[config.mk]
export PLATFORM = sky130hd
export DESIGN_NAME = word_mux_pipe
export DESIGN_NICKNAME = d
export VERILOG_FILES = /design/src/rtl/wmux_pkg.sv /design/src/rtl/mux2to1w.sv /design/src/rtl/word_mux_pipe.sv
export SDC_FILE = /design/constraint.sdc
export NUM_CORES = 1
export LEC_CHECK = 0
export BUFFER_PORTS_ARGS = -buffer_cell sky130_fd_sc_hd__buf_2
export CAP_MARGIN = 20
export CORE_AREA = 5 5 415 417
export CTS_CLUSTER_SIZE = 14
export DETAILED_ROUTE_END_ITERATION = 16
export DIE_AREA = 0 0 420 422
export GPL_TIMING_DRIVEN = 1
export PLACE_DENSITY_LB_ADDON = 0.15
export SYNTH_ARGS = -nofsm -noshare
export SYNTH_HDL_FRONTEND = slang
export SYNTH_SLANG_ARGS = --single-unit
[constraint.sdc]
create_clock -name clk -period 1.49 [get_ports clk]
set_clock_uncertainty 0.05 [all_clocks]
set_input_delay 0.149 -clock clk [delete_from_list [all_inputs] [get_ports clk]]
set_output_delay 0.149 -clock clk [all_outputs]
set_load 0.01 [all_outputs]
[src/rtl/wmux_pkg.sv]
// Shared types and elaboration helpers for the pipelined word multiplexer.
package wmux_pkg;

  // Per-stage control that travels alongside the data words.
  typedef struct packed {
    logic valid;
    logic err;
  } stg_ctl_t;

  // Number of select bits, which equals the number of 2:1 tree levels.
  function automatic int sel_w(input int n);
    return $clog2(n);
  endfunction

  // Number of register stages needed to cover all tree levels.
  function automatic int num_stg(input int levels, input int lps);
    return (levels + lps - 1) / lps;
  endfunction

endpackage

[src/rtl/mux2to1w.sv]
// Combinational 2:1 multiplexer for one WIDTH-bit word; the leaf cell of the tree.
module mux2to1w #(
  parameter int WIDTH = 32
) (
  input  logic [WIDTH-1:0] IN0,
  input  logic [WIDTH-1:0] IN1,
  input  logic             SEL,
  output logic [WIDTH-1:0] OUT
);

  assign OUT = SEL ? IN1 : IN0;

endmodule

[src/rtl/word_mux_pipe.sv]
// Pipelined NUM_IN:1 word multiplexer with valid/ready handshake.
// The select tree is built from 2:1 word muxes, LSB of SEL at the first level,
// with a register stage after every LVL_PER_STG levels. Select bits not yet
// consumed travel down the pipe with the partially reduced data.
// Optional feature: define WMUX_PARITY_EN to add the registered OUT_PAR output.
module word_mux_pipe
  import wmux_pkg::*;
#(
  parameter int  WIDTH       = 32,
  parameter int  NUM_IN      = 32,
  parameter int  LVL_PER_STG = 2,
  localparam int SELW        = sel_w(NUM_IN)
) (
  input  logic                    clk,
  input  logic                    reset,
  input  logic [NUM_IN*WIDTH-1:0] IN,
  input  logic [SELW-1:0]         SEL,
  input  logic                    in_valid,
  output logic                    in_ready,
  output logic [WIDTH-1:0]        OUT,
  output logic                    out_valid,
  input  logic                    out_ready,
  output logic                    sel_err
`ifdef WMUX_PARITY_EN
  ,
  output logic                    OUT_PAR
`endif
);

  localparam int            LEVELS   = SELW;
  localparam int            STAGES   = num_stg(LEVELS, LVL_PER_STG);
  localparam int            PAD_IN   = 2**SELW;
  localparam logic [SELW:0] NUM_IN_W = (SELW+1)'(NUM_IN);

  logic                    adv;
  logic                    sel_oob;
  logic [PAD_IN*WIDTH-1:0] in_pad;

  // The whole pipe moves together whenever the output slot is free or draining.
  assign adv      = ~out_valid | out_ready;
  assign in_ready = adv;

  // Out-of-range selects land on zero padding; flag them so the consumer knows.
  assign sel_oob = ({1'b0, SEL} >= NUM_IN_W);

  if (PAD_IN > NUM_IN) begin : g_pad
    assign in_pad = {{((PAD_IN - NUM_IN) * WIDTH){1'b0}}, IN};
  end else begin : g_pad
    assign in_pad = IN;
  end

  for (genvar s = 0; s < STAGES; s++) begin : g_stg
    localparam int LO    = s * LVL_PER_STG;
    localparam int HI    = (LO + LVL_PER_STG < LEVELS) ? LO + LVL_PER_STG : LEVELS;
    localparam int NLV   = HI - LO;
    localparam int W_IN  = (2**(LEVELS - LO)) * WIDTH;
    localparam int W_OUT = (2**(LEVELS - HI)) * WIDTH;

    logic [W_IN-1:0]        stg_din;
    logic [LEVELS-LO-1:0]   stg_sin;
    stg_ctl_t               stg_cin;
    logic [W_OUT-1:0]       data_d;
    logic [W_OUT-1:0]       data_q;
    stg_ctl_t               ctl_q;
    logic                   ld;

    // Stage source: the padded input port for the first stage, else the previous stage.
    if (s == 0) begin : g_src
      assign stg_din = in_pad;
      assign stg_sin = SEL;
      assign stg_cin = '{valid: in_valid, err: sel_oob};
    end else begin : g_src
      assign stg_din = g_stg[s-1].data_q;
      assign stg_sin = g_stg[s-1].g_sel.sel_q;
      assign stg_cin = g_stg[s-1].ctl_q;
    end

    // Tree levels covered by this stage, each halving the number of words.
    for (genvar i = 0; i < NLV; i++) begin : g_lvl
      localparam int NO = 2**(LEVELS - LO - i - 1);

      logic [2*NO*WIDTH-1:0] lvl_in;
      logic [NO*WIDTH-1:0]   lvl_out;

      if (i == 0) begin : g_head
        assign lvl_in = stg_din;
      end else begin : g_head
        assign lvl_in = g_lvl[i-1].lvl_out;
      end

      for (genvar k = 0; k < NO; k++) begin : g_mux
        mux2to1w #(.WIDTH(WIDTH)) u_mux (
          .IN0 (lvl_in[(2*k)*WIDTH +: WIDTH]),
          .IN1 (lvl_in[(2*k+1)*WIDTH +: WIDTH]),
          .SEL (stg_sin[i]),
          .OUT (lvl_out[k*WIDTH +: WIDTH])
        );
      end
    end

    assign data_d = g_lvl[NLV-1].lvl_out;
    assign ld     = adv & stg_cin.valid;

    // Stage register: valid shifts on every advance, data and err load only with a word.
    always_ff @(posedge clk) begin
      // NOTE: non-blocking assignments make each stage capture its predecessor's pre-edge value.
      if (reset) begin
        ctl_q  <= '0;
        data_q <= '0;
      end else begin
        if (adv) ctl_q.valid <= stg_cin.valid;
        if (ld) begin
          ctl_q.err <= stg_cin.err;
          data_q    <= data_d;
        end
      end
    end

    // Select bits still needed by later stages ride along with the data.
    if (HI < LEVELS) begin : g_sel
      logic [LEVELS-HI-1:0] sel_q;

      // Forward the unconsumed select bits with the word they steer.
      always_ff @(posedge clk) begin
        // NOTE: these bits are only consumed alongside a valid word, so they need no reset.
        if (ld) sel_q <= stg_sin[LEVELS-LO-1:NLV];
      end
    end
  end

  assign OUT       = g_stg[STAGES-1].data_q;
  assign out_valid = g_stg[STAGES-1].ctl_q.valid;
  assign sel_err   = g_stg[STAGES-1].ctl_q.err;

`ifdef WMUX_PARITY_EN
  logic par_q;

  // Parity tracks the output register: loads with it, holds with it, resets with it.
  always_ff @(posedge clk) begin
    if (reset)                     par_q <= 1'b0;
    else if (g_stg[STAGES-1].ld)   par_q <= ^g_stg[STAGES-1].data_d;
  end

  assign OUT_PAR = par_q;
`endif

endmodule

==> results.json, run 1 <==
{
  "numCtsBuffers": 48,
  "die_w_um": 420,
  "ys_warn_count": 0,
  "synth_top_area_cell": "mux4_2",
  "post-dp-hpwl_um": 109700,
  "synth_seq_cells": 359,
  "synth.distinct_cells": 24,
  "syn_nets": 2307,
  "synthCells": 1274,
  "synth_edf_count": 4,
  "die-height_um": 422,
  "synth_top_cell_area_share": 0.3732,
  "synth.area.top_cells": "mux4_2, dfxtp_1, a22o_1",
  "cts_resized": 157,
  "lastStage": "clock tree synthesis",
  "status": "did not finish",
  "ys_seq_area_frac": 0.3742,
  "synth-async-reset-ratio": 0,
  "syn_area_sq_mm": 0.01931,
  "num_io_pins": 1068,
  "placed_area_sq_mm": 0.02836,
  "htree_levels": 2,
  "synthFlopType": "dfxtp_1",
  "postCtsSetupBuffers": 61,
  "rows": 151,
  "numPortBuffers": 1066,
  "clockRootBuffer": "clkbuf_16",
  "clock_sinks": 359,
  "globalplace.congestion": 0.9562,
  "cts_hold_buf": 953,
  "cts_buffer_depth": 3,
  "synth.avg_cell_area_sq_um": 15.16,
  "tool.error": "[ERROR RSZ-0060] Max buffer count reached.",
  "initial_utilization": 0.1147
}
## Yosys cell counts, types with 2 or more instances
library cell / count
a211oi_1: 2
a211oi_2: 30
a21oi_1: 35
a22o_1: 320
buf_1: 27
buf_12: 22
buf_2: 55
buf_4: 5
buf_6: 6
clkbuf_1: 46
dfxtp_1: 355
edfxtp_1: 4
inv_1: 2
mux2i_1: 32
mux4_2: 320
nand2_1: 4
nor2_1: 2
## per-stage QoR
step	utilization	setup WS, ns	std cells	hold slack (ns)
2_1_floorplan	-	-0.04536	1274	0.1979
3_3_place_gp	0.1685	-0.2649	4580	0.2813
3_5_place_dp	0.1685	-0.2712	4580	0.2837
## cell families after synthesis
group / after synthesis / share of synthesized area
AOI/OAI and AO/OA: 388 / 0.1753
DFF: 359 / 0.3742
muxes: 352 / 0.3898
buffers and inverters: 164 / 0.05728
and+or+nand+nor: 10 / 0.003240
other: 1 / 0.0001942
==> inputs of run 2 (changes only) <==
Settings changed: CORE_AREA 5 5 415 417 to 5 5 412 414, CTS_CLUSTER_SIZE 14 to unset, DIE_AREA 0 0 420 422 to 0 0 417 419.
Clock period 1.49 ns to 1.9 ns, I/O delays scaled along.
==> run 2 against run 1 <==
  * The run now ends clean
  * Area after synthesis stayed put
  * Synthesized cell count did not move
==> results.json, run 2 <==
{
  "setup_viol": 0,
  "clock_sinks": 359,
  "synth.avg_cell_area_sq_um": 15.16,
  "synth_top_cell_area_share": 0.3732,
  "drc_errors": 0,
  "synth.distinct_cells": 24,
  "initial_utilization": 0.1164,
  "synth_seq_cells": 359,
  "antenna_found_initial": 56,
  "clk_latency_ns": 0.62,
  "vias_per_cell": 3.778,
  "drt_first_iter_violations": 1015,
  "cp_slowest_cell": "mux4_2",
  "largest-register": "g_stg.data_q",
  "hold_path_depth": 3,
  "drtAntennaViolNets": 0,
  "wl_per_cell_um": 25.17,
  "globalplace.congestion": 0.8676,
  "cap_violations": 0,
  "powerDensity_mw_per_mm2": 692.0,
  "critPathMaxFanout": 15,
  "tightest_slew_ns": 0.6942,
  "path_class": "flip-flop to flip-flop",
  "end_kind": "flip-flop",
  "post-place-cells": 4511,
  "final_cell_mix": "buf_2, dlygate4sd3_1, dfxtp_1",
  "multiInputGateArea_sq_mm": 0.01100,
  "reg2reg_to": "g_stg[1].data_q[38]",
  "clk_pin_slew_ns": 0.06,
  "core_area_sq_mm": 0.1659,
  "drt_pre_antenna_iters": 5,
  "ys_top_cells_by_count": "dfxtp_1, a22o_1, mux4_2, buf_2, clkbuf_1",
  "post-dp-hpwl_um": 107200,
  "rows": 150,
  "synth_top_area_cell": "mux4_2",
  "status": "complete, no violations",
  "startpoint_type": "flip-flop",
  "numCtsBuffers": 50,
  "overflow": 0,
  "synthCells": 1274,
  "grt_max_degree": 40,
  "slew_viol_final": 0,
  "htree_levels": 2,
  "p_leak_nw": 14.58,
  "syn_area_sq_mm": 0.01931,
  "critPathBufInv": 2,
  "vdd_drop_max_mv": 0.5953,
  "cp-endpoint": "g_stg[1].data_q[38]",
  "crit_chain": "buf_12 > buf_12 > mux4_2 > a22o_1",
  "yosysMostFrequentCell": "dfxtp_1",
  "final_area_sq_mm": 0.03483,
  "ys_seq_area_frac": 0.3742,
  "tns_ns": 0,
  "rrSetupSlack_ns": 0.11,
  "numPortBuffers": 1066,
  "slowest_delay_ns": 0.56,
  "die_w_um": 417,
  "critical_path.startpoint": "g_stg[0].g_sel.sel_q[0]",
  "cp_data_required_time_ns": 2.35,
  "synth.area.top_cells": "mux4_2, dfxtp_1, a22o_1",
  "hold_violations": 0,
  "r2r_cells": 4,
  "synthFlopType": "dfxtp_1",
  "nets": 3917,
  "worstHoldStart": "IN[1022]",
  "num_io_pins": 1068,
  "cpLargestDelayFamily": "multiplexers",
  "mostFrequentLayoutCell": "buf_2",
  "ys_warn_count": 0,
  "seq_area_sq_mm": 0.007227,
  "placed_area_sq_mm": 0.02784,
  "timing.fmax_mhz": 558.1,
  "die-height_um": 419,
  "largest_reg_flops": 320,
  "layout.cells.non_filler": 5139,
  "clockRootBuffer": "clkbuf_16",
  "dieArea_sq_mm": 0.1747,
  "fillCellCount": 18160,
  "grt_use_total": 0.1413,
  "cts_tree": "done",
  "synth_edf_count": 4,
  "synth-async-reset-ratio": 0,
  "grt_pass1_vias": 21470,
  "grt_pass1_wl_um": 174600,
  "timing.final.crit_period_ns": 1.792,
  "routed_wl_um": 129400,
  "r2r_start": "g_stg[0].g_sel.sel_q[0]",
  "fin_crit_sh": 0.9431,
  "hold_path_class": "primary input to flip-flop",
  "slew_headroom": 0.5372,
  "cp.arrival_ns": 2.24,
  "path_depth": 4,
  "drive_gt1_frac": 0.5621,
  "vias": 19420,
  "crit_top_cell": "buf_12",
  "area_growth_pct": 80.36,
  "cts_buffer_depth": 3,
  "syn_nets": 2307
}
==> run 2: power by group <==
group,total [mW],switching [mW],internal [mW],leakage [nW]
logic,5.72,2.14,3.58,10.8
registers,8.50,0.435,8.07,2.95
clock network,9.88,3.99,5.89,0.846
total,24.1,6.57,17.5,14.6
==> run 2: area by class of cell <==
class,instances,area share
tap,2204,0.07918
inverter,3,0.0003233
clock inverter,14,0.003628
multi-input combinational,751,0.3159
clock buffer,79,0.04577
antenna,10,0.0007185
timing repair buffer,1719,0.3470
sequential,359,0.2075
==> run 2: repair_timing <==
item | 4_1_cts | 5_1_grt
endpoints found under the setup margin | 39 | 121
buffers inserted | 0 | 9
resized for setup | 2 | 0
hold endpoints to repair | 265 | 0
pin swaps | 1 | 1
hold buffers | 516 | 0
==> run 2: layer usage <==
| layer | part of all wire | track usage | wire length (um) | up-vias |
|---|---|---|---|---|
| met5 | 0.0011 | 0 | 141 | - |
| met4 | 0.015 | 0.02185 | 1919 | 22 |
| met3 | 0.050 | 0.02777 | 6424 | 136 |
| li1 | - | - | - | 8764 |
| met2 | 0.49 | 0.2388 | 63530 | 554 |
| met1 | 0.44 | 0.1902 | 57340 | 9941 |
==> run 2: kinds of logic (layout without fill, tap and decap cells) <==
logic type	count (synthesis)	after routing	synth area share
buf+inv	164	1815	0.05728
flops	359	359	0.3742
compound gates	388	388	0.1753
mux	352	352	0.3898
simple gates	10	10	0.003240
other cells	1	11	0.0001942
==> run 2: worst min path at each step <==
| stage | end | slack [ns] |
|---|---|---|
| after global routing | g_stg[0].data_q[254] | 0.02 |
| final | g_stg[0].data_q[254] | 0.07 |
| after CTS | g_stg[0].data_q[254] | 0.002 |
| after floorplan | g_stg[0].g_sel.sel_q[0] | 0.24 |
| after detailed placement | g_stg[0].g_sel.sel_q[1] | 0.32 |
| after global placement | g_stg[0].g_sel.sel_q[1] | 0.32 |
==> run 2: metrics by stage <==
stage | util | total power, mW | hold WS, ns | worst slack (ns)
after floorplan | - | 10.78 | 0.2389 | 0.2774
after global placement | 0.1678 | 13.28 | 0.3228 | 0.04078
after detailed placement | 0.1678 | 13.26 | 0.3185 | 0.02688
after CTS | 0.2094 | 24.80 | 0.002184 | 0.01069
after global routing | 0.2098 | 25.41 | 0.01572 | -0.001384
final | 0.2099 | 24.10 | 0.07233 | 0.1082
==> run 2: worst reg2reg max path, stage by stage (launching register included) <==
cell and delay [ns]:
edfxtp_1 0.44, buf_12 0.22, buf_12 0.20, mux4_2 0.57
a22o_1 0.19
Power figures use the tool's default switching activity.
==> inputs of run 3 (changes only) <==
Settings changed: CORE_AREA 5 5 412 414 to 5 5 408 410, DIE_AREA 0 0 417 419 to 0 0 413 415, SYNTH_HIERARCHICAL set to 1.
==> run 3 against run 2 <==
  * Critical path depth is 3 higher
  * Final area is 13% higher
  * First-iteration DRC count is 30% higher
  * Sequential cell count stayed put
  * Sequential share of layout area is 2.4 points lower
  * Area after synthesis is 57% higher
  * Combinational power is 24% higher
  * Core utilization is 3.3 points higher
  * Clock power is 4.5% lower
  * Final cell count is 16% higher
  * Critical path type unchanged
  * Highest routed layer unchanged
==> results.json, run 3 <==
{
  "p_leak_nw": 18.37,
  "synth.area.top_cells": "mux2_4, dfxtp_1, buf_12",
  "synth_edf_count": 4,
  "p_sw_mw": 7.221,
  "initial_utilization": 0.1876,
  "die-height_um": 415,
  "synth.distinct_cells": 20,
  "overflow": 0,
  "seq_area_sq_mm": 0.007228,
  "cpLargestDelayFamily": "multiplexers",
  "post-place-cells": 5844,
  "slowest_delay_ns": 0.48,
  "vdd_drop_max_mv": 0.5309,
  "drt_first_iter_violations": 1317,
  "grt_use_total": 0.1614,
  "tns_ns": 0,
  "powerDensity_mw_per_mm2": 632.4,
  "p_int_mw": 17.69,
  "crit_top_cell": "mux2_4",
  "clk_pin_slew_ns": 0.06,
  "cap_violations": 0,
  "clock_sinks": 359,
  "layout.cells.non_filler": 5960,
  "mostFrequentLayoutCell": "buf_2",
  "synth_seq_cells": 359,
  "numCtsBuffers": 49,
  "cp_slowest_cell": "edfxtp_1",
  "synthCells": 2741,
  "setup_viol": 0,
  "drtAntennaViolNets": 0,
  "clock_power_share": 0.379,
  "cts_buffer_depth": 3,
  "ys_top_cells_by_count": "mux2_4, a21oi_1, dfxtp_1, nand3_1, o21ai_0",
  "yosysMostFrequentCell": "mux2_4",
  "clk_latency_ns": 0.62,
  "numPortBuffers": 1066,
  "pre_cts_slack_ns": -0.06676,
  "hold_path_class": "primary input to flip-flop",
  "timing.fmax_mhz": 531.8,
  "crit_chain": "buf_4 > buf_6 > buf_16 > mux2_4 > mux2_4 > nand3_1 > a21oi_1",
  "vias_per_cell": 4.209,
  "multiInputGateArea_sq_mm": 0.02003,
  "fillCellCount": 17720,
  "post-dp-hpwl_um": 118100,
  "worst_hold_slack_ns": 0.05895,
  "largest_reg_flops": 320,
  "critPathBufInv": 3,
  "ys_warn_count": 6,
  "grt_pass1_wl_um": 199900,
  "routed_wl_um": 146400,
  "status": "complete, no violations",
  "cts_tree": "done",
  "antenna_found_initial": 21,
  "startpoint_type": "flip-flop",
  "critPathMaxFanout": 12,
  "synth_top_area_cell": "mux2_4",
  "power_mw": 24.91,
  "fin_crit_sh": 0.9896,
  "ys_seq_area_frac": 0.2378,
  "end_kind": "flip-flop",
  "rsz0062_at_grt": "yes",
  "drive_gt1_frac": 0.6195,
  "swShare": 0.2899,
  "core_area_sq_mm": 0.1620,
  "syn_area_sq_mm": 0.03039,
  "clockRootBuffer": "clkbuf_16",
  "setup_ws_ns": 0.01970,
  "combPwrFrac": 0.285,
  "htree_levels": 2,
  "vias": 25090,
  "path_class": "flip-flop to flip-flop",
  "p_seq_frac": 0.336,
  "synth_top_cell_area_share": 0.4595,
  "num_io_pins": 1068,
  "rrSetupSlack_ns": 0.02,
  "synth.avg_cell_area_sq_um": 11.09,
  "grt_pass1_vias": 26810,
  "die_w_um": 413,
  "drc_errors": 0,
  "cp_data_required_time_ns": 2.35,
  "largest-register": "g_stg.data_q",
  "wl_per_cell_um": 24.56,
  "nets": 4771,
  "globalplace.congestion": 0.7836,
  "cp.arrival_ns": 2.33,
  "synthFlopType": "dfxtp_1",
  "slew_viol_final": 0,
  "synth-async-reset-ratio": 0,
  "dieArea_sq_mm": 0.1714,
  "rows": 148,
  "syn_nets": 3774,
  "hold_violations": 0,
  "area_growth_pct": 29.63,
  "grt_max_degree": 80,
  "final_cell_mix": "buf_2, mux2_4, dfxtp_1, a21oi_1, nand3_1",
  "drt_pre_antenna_iters": 5,
  "timing.final.crit_period_ns": 1.880
}
-- run 3: layer usage --
| metal | share of wire | GRT usage | wire length, um | vias to the layer above |
|---|---|---|---|---|
| met5 | 0.00015 | 0 | 22 | - |
| met4 | 0.012 | 0.02660 | 1761 | 4 |
| met3 | 0.045 | 0.02443 | 6582 | 88 |
| met2 | 0.49 | 0.2781 | 71750 | 629 |
| met1 | 0.45 | 0.2157 | 66240 | 12300 |
| li1 | - | - | - | 12070 |
-- run 3: through the flow --
stage	utilization	area, sq um
final	0.2431	39390
after floorplan	-	30390
after CTS	0.2425	39300
after global placement	0.2314	37490
after global routing	0.2430	39380
after detailed placement	0.2314	37490
-- run 3: power groups by stage --
| stage | logic, mW | clock network, mW | registers (mW) |
|---|---|---|---|
| 2_1_floorplan | 4.82 | 0 | 8.30 |
| 3_3_place_gp | 7.14 | 0 | 8.56 |
| 3_5_place_dp | 7.13 | 0 | 8.56 |
| 4_1_cts | 7.20 | 9.86 | 8.40 |
| 5_1_grt | 7.59 | 10.1 | 8.43 |
| 6_report | 7.09 | 9.44 | 8.38 |
-- run 3: logic make-up after synthesis --
kind of cell	after synthesis	share of synthesized area
AOI/OAI and AO/OA	707	0.1164
buffers and inverters	325	0.1042
DFF	359	0.2378
muxes	992	0.4825
other	1	0.0001234
and+or+nand+nor	357	0.05892
-- run 3: path summary, 6_finish.rpt --
check	startpoint	cells past startpoint	to
hold reg to reg	g_stg[0].g_sel.sel_q[2]	0	g_stg[1].g_sel.sel_q
hold / removal	IN[785]	5	g_stg[0].data_q[209]
setup / recovery	g_stg[0].g_sel.sel_q[0]	7	g_stg[1].data_q[32]
setup reg to reg	g_stg[0].g_sel.sel_q[0]	7	g_stg[1].data_q[32]
-- run 3: repair_timing --
action                                  4_1_cts  5_1_grt
cloned                                        1        0
pin swaps                                     0        0
endpoints found under the setup margin       17        8
buffers inserted                              7        2
gates resized for setup                       4        8
hold endpoints to repair                     35        0
hold buffers                                  9        0
-- run 3: final cells by class --
| type | count | share of cell area |
|---|---|---|
| antenna | 11 | 0.0006988 |
| clock buffer | 76 | 0.03856 |
| clock inverter | 11 | 0.002541 |
| inverter | 6 | 0.0009529 |
| multi-input combinational | 2057 | 0.5085 |
| sequential | 359 | 0.1835 |
| tap | 2175 | 0.06908 |
| timing repair buffer | 1265 | 0.1962 |
-- run 3: tightest hold or removal path: cells and delay by family --
| kind | cells | cell delay, ns |
|---|---|---|
| muxes | 2 | 0.24 |
| buffers and inverters | 1 | 0.07 |
| and+or+nand+nor | 1 | 0.07 |
| AOI/OAI and AO/OA | 1 | 0.11 |
